### src/rtl/uart_tx_fifo.sv
// uart_tx_fifo: FIFO-buffered, parametrised UART transmitter with overflow flag
// and a stretched activity LED. Frames are sent back to back while data is queued.
module uart_tx_fifo #(
    parameter int unsigned CLK_FREQ   = 50000000,
    parameter int unsigned BAUD       = 115200,
    parameter int unsigned DATA_BITS  = 8,
    parameter int unsigned PARITY     = 0,
    parameter int unsigned STOP_BITS  = 1,
    parameter int unsigned FIFO_DEPTH = 16,
    parameter int unsigned LED_HOLD   = 65536
) (
    input  logic                          sys_clk_i,
    input  logic                          sys_rst_i,
    input  logic                          wr_en_i,
    input  logic [DATA_BITS-1:0]          wr_data_i,
    input  logic                          clr_ovf_i,
    output logic                          full_o,
    output logic                          empty_o,
    output logic [$clog2(FIFO_DEPTH):0]   level_o,
    output logic                          busy_o,
    output logic                          overflow_o,
    output logic                          uart_tx,
    output logic                          tx_led
);

    localparam int unsigned DIV = CLK_FREQ / BAUD;
    localparam int unsigned AW  = $clog2(FIFO_DEPTH);
    localparam int unsigned LW  = AW + 1;
    localparam int unsigned CW  = $clog2(DIV);
    localparam int unsigned BW  = $clog2(DATA_BITS);
    localparam int unsigned LCW = (LED_HOLD == 0) ? 1 : $clog2(LED_HOLD + 1);

    localparam logic [2:0] ST_IDLE   = 3'd0;
    localparam logic [2:0] ST_START  = 3'd1;
    localparam logic [2:0] ST_DATA   = 3'd2;
    localparam logic [2:0] ST_PARITY = 3'd3;
    localparam logic [2:0] ST_STOP   = 3'd4;

    logic [DATA_BITS-1:0] mem_q [FIFO_DEPTH];
    logic [AW-1:0]        wr_ptr_q, wr_ptr_d;
    logic [AW-1:0]        rd_ptr_q, rd_ptr_d;
    logic [LW-1:0]        level_q, level_d;
    logic                 full_q, full_d;
    logic                 empty_q, empty_d;
    logic                 ovf_q, ovf_d;

    logic [2:0]           state_q, state_d;
    logic [CW-1:0]        baud_q, baud_d;
    logic [BW-1:0]        bit_q, bit_d;
    logic [DATA_BITS-1:0] shift_q, shift_d;
    logic                 par_q, par_d;
    logic                 tx_q, tx_d;
    logic                 busy_q, busy_d;
    logic [LCW-1:0]       led_cnt_q, led_cnt_d;
    logic                 led_q, led_d;

    logic                 push;
    logic                 pop;
    logic                 baud_end;

    // FIFO bookkeeping: a push to a full FIFO is rejected even when a pop happens
    always_comb begin
        push     = wr_en_i & ~full_q;
        wr_ptr_d = wr_ptr_q + AW'(push);
        rd_ptr_d = rd_ptr_q + AW'(pop);
        level_d  = level_q + LW'(push) - LW'(pop);
        full_d   = (level_d == LW'(FIFO_DEPTH));
        empty_d  = (level_d == '0);
        ovf_d    = ovf_q;
        if (clr_ovf_i) begin
            ovf_d = 1'b0;
        end
        if (wr_en_i && full_q) begin
            ovf_d = 1'b1;
        end
    end

    // Frame sequencer: next state, bit timing and pop decision
    always_comb begin
        state_d  = state_q;
        baud_d   = baud_q;
        bit_d    = bit_q;
        shift_d  = shift_q;
        par_d    = par_q;
        pop      = 1'b0;
        baud_end = (baud_q == CW'(DIV - 1));

        if (state_q != ST_IDLE) begin
            baud_d = baud_end ? '0 : baud_q + CW'(1);
        end

        case (state_q)
            ST_IDLE: begin
                baud_d = '0;
                bit_d  = '0;
                if (!empty_q) begin
                    pop     = 1'b1;
                    state_d = ST_START;
                end
            end
            ST_START: begin
                if (baud_end) begin
                    state_d = ST_DATA;
                end
            end
            ST_DATA: begin
                if (baud_end) begin
                    shift_d = shift_q >> 1;
                    if (bit_q == BW'(DATA_BITS - 1)) begin
                        bit_d   = '0;
                        state_d = (PARITY != 0) ? ST_PARITY : ST_STOP;
                    end else begin
                        bit_d = bit_q + BW'(1);
                    end
                end
            end
            ST_PARITY: begin
                if (baud_end) begin
                    state_d = ST_STOP;
                end
            end
            ST_STOP: begin
                if (baud_end) begin
                    if (bit_q == BW'(STOP_BITS - 1)) begin
                        bit_d = '0;
                        // chain straight into the next frame when data is waiting
                        if (!empty_q) begin
                            pop     = 1'b1;
                            state_d = ST_START;
                        end else begin
                            state_d = ST_IDLE;
                        end
                    end else begin
                        bit_d = bit_q + BW'(1);
                    end
                end
            end
            default: begin
                state_d = ST_IDLE;
            end
        endcase

        if (pop) begin
            shift_d = mem_q[rd_ptr_q];
            par_d   = (^mem_q[rd_ptr_q]) ^ (PARITY == 1);
        end
    end

    // Line level, busy flag and LED stretch, all registered
    always_comb begin
        tx_d = 1'b1;
        case (state_q)
            ST_START:  tx_d = 1'b0;
            ST_DATA:   tx_d = shift_q[0];
            ST_PARITY: tx_d = par_q;
            default:   tx_d = 1'b1;
        endcase
        busy_d = (state_q != ST_IDLE);
        if (busy_q) begin
            led_cnt_d = LCW'(LED_HOLD);
        end else if (led_cnt_q != '0) begin
            led_cnt_d = led_cnt_q - LCW'(1);
        end else begin
            led_cnt_d = led_cnt_q;
        end
        led_d = busy_d | (led_cnt_d != '0);
    end

    // Control and status registers
    always_ff @(posedge sys_clk_i) begin
        if (!sys_rst_i) begin
            wr_ptr_q  <= '0;
            rd_ptr_q  <= '0;
            level_q   <= '0;
            full_q    <= 1'b0;
            empty_q   <= 1'b1;
            ovf_q     <= 1'b0;
            state_q   <= ST_IDLE;
            baud_q    <= '0;
            bit_q     <= '0;
            shift_q   <= '0;
            par_q     <= 1'b0;
            tx_q      <= 1'b1;
            busy_q    <= 1'b0;
            led_cnt_q <= '0;
            led_q     <= 1'b0;
        end else begin
            wr_ptr_q  <= wr_ptr_d;
            rd_ptr_q  <= rd_ptr_d;
            level_q   <= level_d;
            full_q    <= full_d;
            empty_q   <= empty_d;
            ovf_q     <= ovf_d;
            state_q   <= state_d;
            baud_q    <= baud_d;
            bit_q     <= bit_d;
            shift_q   <= shift_d;
            par_q     <= par_d;
            tx_q      <= tx_d;
            busy_q    <= busy_d;
            led_cnt_q <= led_cnt_d;
            led_q     <= led_d;
        end
    end

    // FIFO storage; contents are don't-care after reset since pointers clear
    always_ff @(posedge sys_clk_i) begin
        if (push) begin
            mem_q[wr_ptr_q] <= wr_data_i;
        end
    end

    assign full_o     = full_q;
    assign empty_o    = empty_q;
    assign level_o    = level_q;
    assign busy_o     = busy_q;
    assign overflow_o = ovf_q;
    assign uart_tx    = tx_q;
    assign tx_led     = led_q;

endmodule

### config.mk
export PLATFORM = sky130hd
export DESIGN_NAME = uart_tx_fifo
export DESIGN_NICKNAME = d
export VERILOG_FILES = /design/src/rtl/uart_tx_fifo.sv
export SDC_FILE = /design/constraint.sdc
export NUM_CORES = 1
export LEC_CHECK = 0
export CORE_MARGIN = 8
export CORE_UTILIZATION = 45
export DETAILED_ROUTE_END_ITERATION = 8
export PLACE_DENSITY_LB_ADDON = 0.2
export SYNTH_ARGS = -nofsm -noshare
export SYNTH_HDL_FRONTEND = slang
export SYNTH_SLANG_ARGS = --single-unit
### constraint.sdc
create_clock -name sys_clk_i -period 7.3 [get_ports sys_clk_i]
set_clock_uncertainty 0.05 [all_clocks]
set_input_delay 1.095 -clock sys_clk_i [delete_from_list [all_inputs] [get_ports sys_clk_i]]
set_output_delay 1.095 -clock sys_clk_i [all_outputs]
set_load 0.02 [all_outputs]
==> key figures <==
Critical path
  • CP max stage cell: nor3_1
  • Worst setup EP type: register
  • CP Launch Type: input port
  • Crit-path max cell delay: between 800 and 900 ps
  • WP data arrival: 3540 ps
  • Critical Path RT: 7290 ps
  • Crit-path leading delay family: simple AND/OR/NAND/NOR gates
  • Worst Path Buf+Inv: 1
  • Worst Setup Path Type: in -> reg
  • Crit path max fanout: 8
  • Crit path cell chain: clkdlybuf4s50_1 > nor2b_1 > or3b_2 > nor3_1

Floorplanning
  • Die area: 22190 um^2
  • Horiz. Die Dim: roughly 150 um
  • Die Span Y: 149.0 um
  • Site row count: 48
  • Core Area: 17300 um^2
  • Initial core utilization: between 40% and 50%
  • IO Count: 23

Timing
  • Fmax achieved: 0.2819 GHz
  • Slew of the pin with the lowest slew margin: between 1000 and 1500 ps
  • Final Hold Viols: 0
  • Slew Limit Headroom: 18.10%
  • Setup TNS: 0 ps
  • Post-route minimum period: 3547 ps
  • Final setup vio count: 0
  • Unrepaired setup endpoints after global routing: no
  • Pins Over Slew Limit: 0
  • Period utilisation layout: roughly half

Placement
  • Placer Congestion: between 0.8 and 0.9
  • Placed insts: 777
  • DP HPWL: 9.968 mm
  • Input/output buffers: 22

Clocking
  • CTS Buffer Depth: 2
  • H-tree Lvls: 4
  • Post-CTS setup buffers: 0
  • CTS root buf: clkbuf_16
  • CTS tree: done
  • Clock Latency Late Sink: between 400 and 500 ps
  • Clk sinks: approximately 190
  • Number of buffers created by CTS: 17
  • # hold bufs at CTS: 0
  • CTS resizes: 0
  • Reg clk slew, reported paths: 60 ps

Global route
  • Vias in the first global route: 4493
  • Global route total overflow: 0
  • Largest net degree at the start of global routing: 39
  • Initial antenna violation count: 0
  • First-pass GRT wire length: approximately 24 mm
  • GRT Resource Usage Total: 14.50%

Run
  • Max_cap viols: 0

Drt
  • Starting DRT DRC Count: 313
  • Routed Antenna Nets: 0
  • # DRC: 0
  • WL final: 15.20 mm
  • Via density: 5.485
  • Via Count: 4432
  • Detailed Routing Iterations Pass 1: 4
  • WL per Instance: around 19 um

Layout
  • Net count, final: 598
  • Share of cells above drive strength 1: ~14%
  • Final std cells w/o fill: a little over 800
  • Area delta synth->final: 11.99%
  • Number of diodes: 0

Logic synthesis
  • Yosys top cell area share: 48.32%
  • Syn_area_per_cell: 14.41 um^2
  • Netlist cell types: 61
  • Area leader, netlist: edfxtp_1
  • Syn Nets: 579
  • Synthesized area: 7954 um^2
  • Async SR Flop Fraction: 0%
  • Synth Flop Type: edfxtp_1
  • Post-synthesis instance total: 552
  • #FFs+latches synth: 188
  • YS warnings: 0
  • Post-synth EDFFs: 128
  • Register area share after synthesis: 63.43%
  • Synth top area cells: edfxtp_1, dfxtp_1, mux4_2

Outcome
  • Status: completed

Pwr
  • Pwr dens: 347.6 nW/um^2
  • Peak supply drop: 0.2109 mV
  • Lkg Pwr: 2.989 nW

Min path
  • Class of the worst hold path: reg -> reg
==> metrics by stage <==
step / hold slack [ps] / utilization, % / setup WS (ps) / cell area, um^2 / total power [mW]
after floorplan: 379.4 / - / 4069 / 7954 / 2.046
after global placement: 394.5 / 48.39 / 3364 / 8369 / 2.257
after detailed placement: 412.2 / 48.39 / 3338 / 8369 / 2.274
after CTS: 426.0 / 51.50 / 3738 / 8907 / 3.126
after global routing: 460.0 / 51.50 / 3410 / 8907 / 3.263
final: 417.2 / 51.50 / 3753 / 8907 / 3.097
==> cell usage in the layout (no fill, tap or decap), types with 5 or more instances in the layout <==
cell type        netlist  layout
nand3b_1               5       5
dfxtp_1               60      59
xor2_1                 6       6
inv_1                 16      16
nand4_1                5       5
a21oi_1                8       8
clkbuf_16              0      17
nor2_1                50      50
xnor2_1               25      25
mux2i_1               11      11
edfxtp_1             128     128
o21ai_0                9       9
nand2b_1               8       8
inv_6                  0       5
nor2b_1                9       9
clkdlybuf4s50_1        0      22
nor3_1                15      15
mux4_2                34      34
and2_1                17      17
a22oi_1                9       9
o211a_1                7       7
nand2_1               23      23
nor4_1                 6       6
ha_1                  14      14
nand3_1               10      10
==> path summary, 6_finish.rpt <==
check,from,endpoint,slack [ps],cells past startpoint
setup / recovery,wr_en_i,mem_q[0][0]$_DFFE_PP_,3750,4
hold / removal,baud_q[0]$_SDFFE_PP0P_,baud_q[0]$_SDFFE_PP0P_,420,1
setup reg to reg,baud_q[0]$_SDFFE_PP0P_,empty_o$_SDFF_PN1_,3760,13
hold reg to reg,baud_q[0]$_SDFFE_PP0P_,baud_q[0]$_SDFFE_PP0P_,420,1
==> kinds of logic (layout without fill, tap and decap cells) <==
group | Yosys count | count (layout) | share of synthesized area [%]
AO/OA/AOI/OAI | 57 | 57 | 5.332
XOR/XNOR | 32 | 32 | 3.697
adder cells (fa/ha/maj) | 15 | 15 | 2.454
buffers and inverters | 42 | 73 | 2.265
flip-flops | 188 | 188 | 63.43
multiplexers | 46 | 46 | 11.15
AND/OR/NAND/NOR | 172 | 172 | 11.67
==> layout make-up <==
cell class / instances / area [um^2]
fillers: 1488 / 8389
well taps: 225 / 281.5
clock buffers: 19 / 432.9
inverters: 17 / 63.81
clock inverters: 12 / 105.1
repair buffers: 25 / 242.7
flip-flops and latches: 188 / 5046
multi-input cells: 322 / 2735
==> worst reg2reg max path, cell delays in order (launching register included) <==
cell and delay, ps:
dfxtp_1 370, ha_1 160, nand4_1 110, nor4_1 560, a21o_1 210, and2_1 260, nand2b_1 130, nand2_1 80
ha_1 160, inv_1 50, fa_1 400, xnor2_1 150, or4b_2 630, o21ai_0 160
==> Yosys cell counts, types with 2 or more instances <==
cell type	n
nor2b_1	9
ha_1	14
or4_4	2
a21boi_0	3
mux2i_1	11
a211oi_1	2
a31oi_1	2
nand3b_1	5
xor2_1	6
o31ai_1	2
nand2b_1	8
and3_1	3
edfxtp_1	128
o21a_1	2
nand4_1	5
and2_1	17
a2111oi_0	2
nor2_1	50
or4_1	3
o211a_1	7
buf_4	3
or3_1	3
buf_2	3
a22oi_1	9
dfxtp_1	60
a22o_1	2
buf_1	2
mux4_2	34
nor4_1	6
nor3_1	15
o21ai_0	9
nand2_1	23
inv_1	16
nor4b_1	2
a21oi_1	8
a21o_1	3
xnor2_1	25
clkbuf_1	16
nand3_1	10
==> state kept, by name (all words and copies together) (netlist names), 3 cells and up <==
| name | cells |
|---|---|
| baud_q | 9 |
| bit_q | 3 |
| led_cnt_q | 17 |
| level_o | 5 |
| mem_q | 128 |
| rd_ptr_q | 4 |
| shift_q | 8 |
| state_q | 3 |
| wr_ptr_q | 4 |
==> report_power, final <==
| part | total, mW | internal, mW | switching (mW) |
|---|---|---|---|
| clock network | 0.851 | 0.445 | 0.406 |
| logic | 0.932 | 0.446 | 0.486 |
| registers | 1.31 | 1.24 | 0.0773 |
| total | 3.10 | 2.13 | 0.970 |
==> per-layer routing <==
| layer | global-route usage [%] | up-vias | routed length (um) |
|---|---|---|---|
| met5 | 0 | - | 0 |
| met4 | 5.048 | 0 | 236 |
| met3 | 4.066 | 18 | 650 |
| met2 | 23.55 | 72 | 7312 |
| met1 | 18.27 | 2214 | 6998 |
| li1 | - | 2128 | - |
Note: power is estimated with default switching activity, not from simulation.
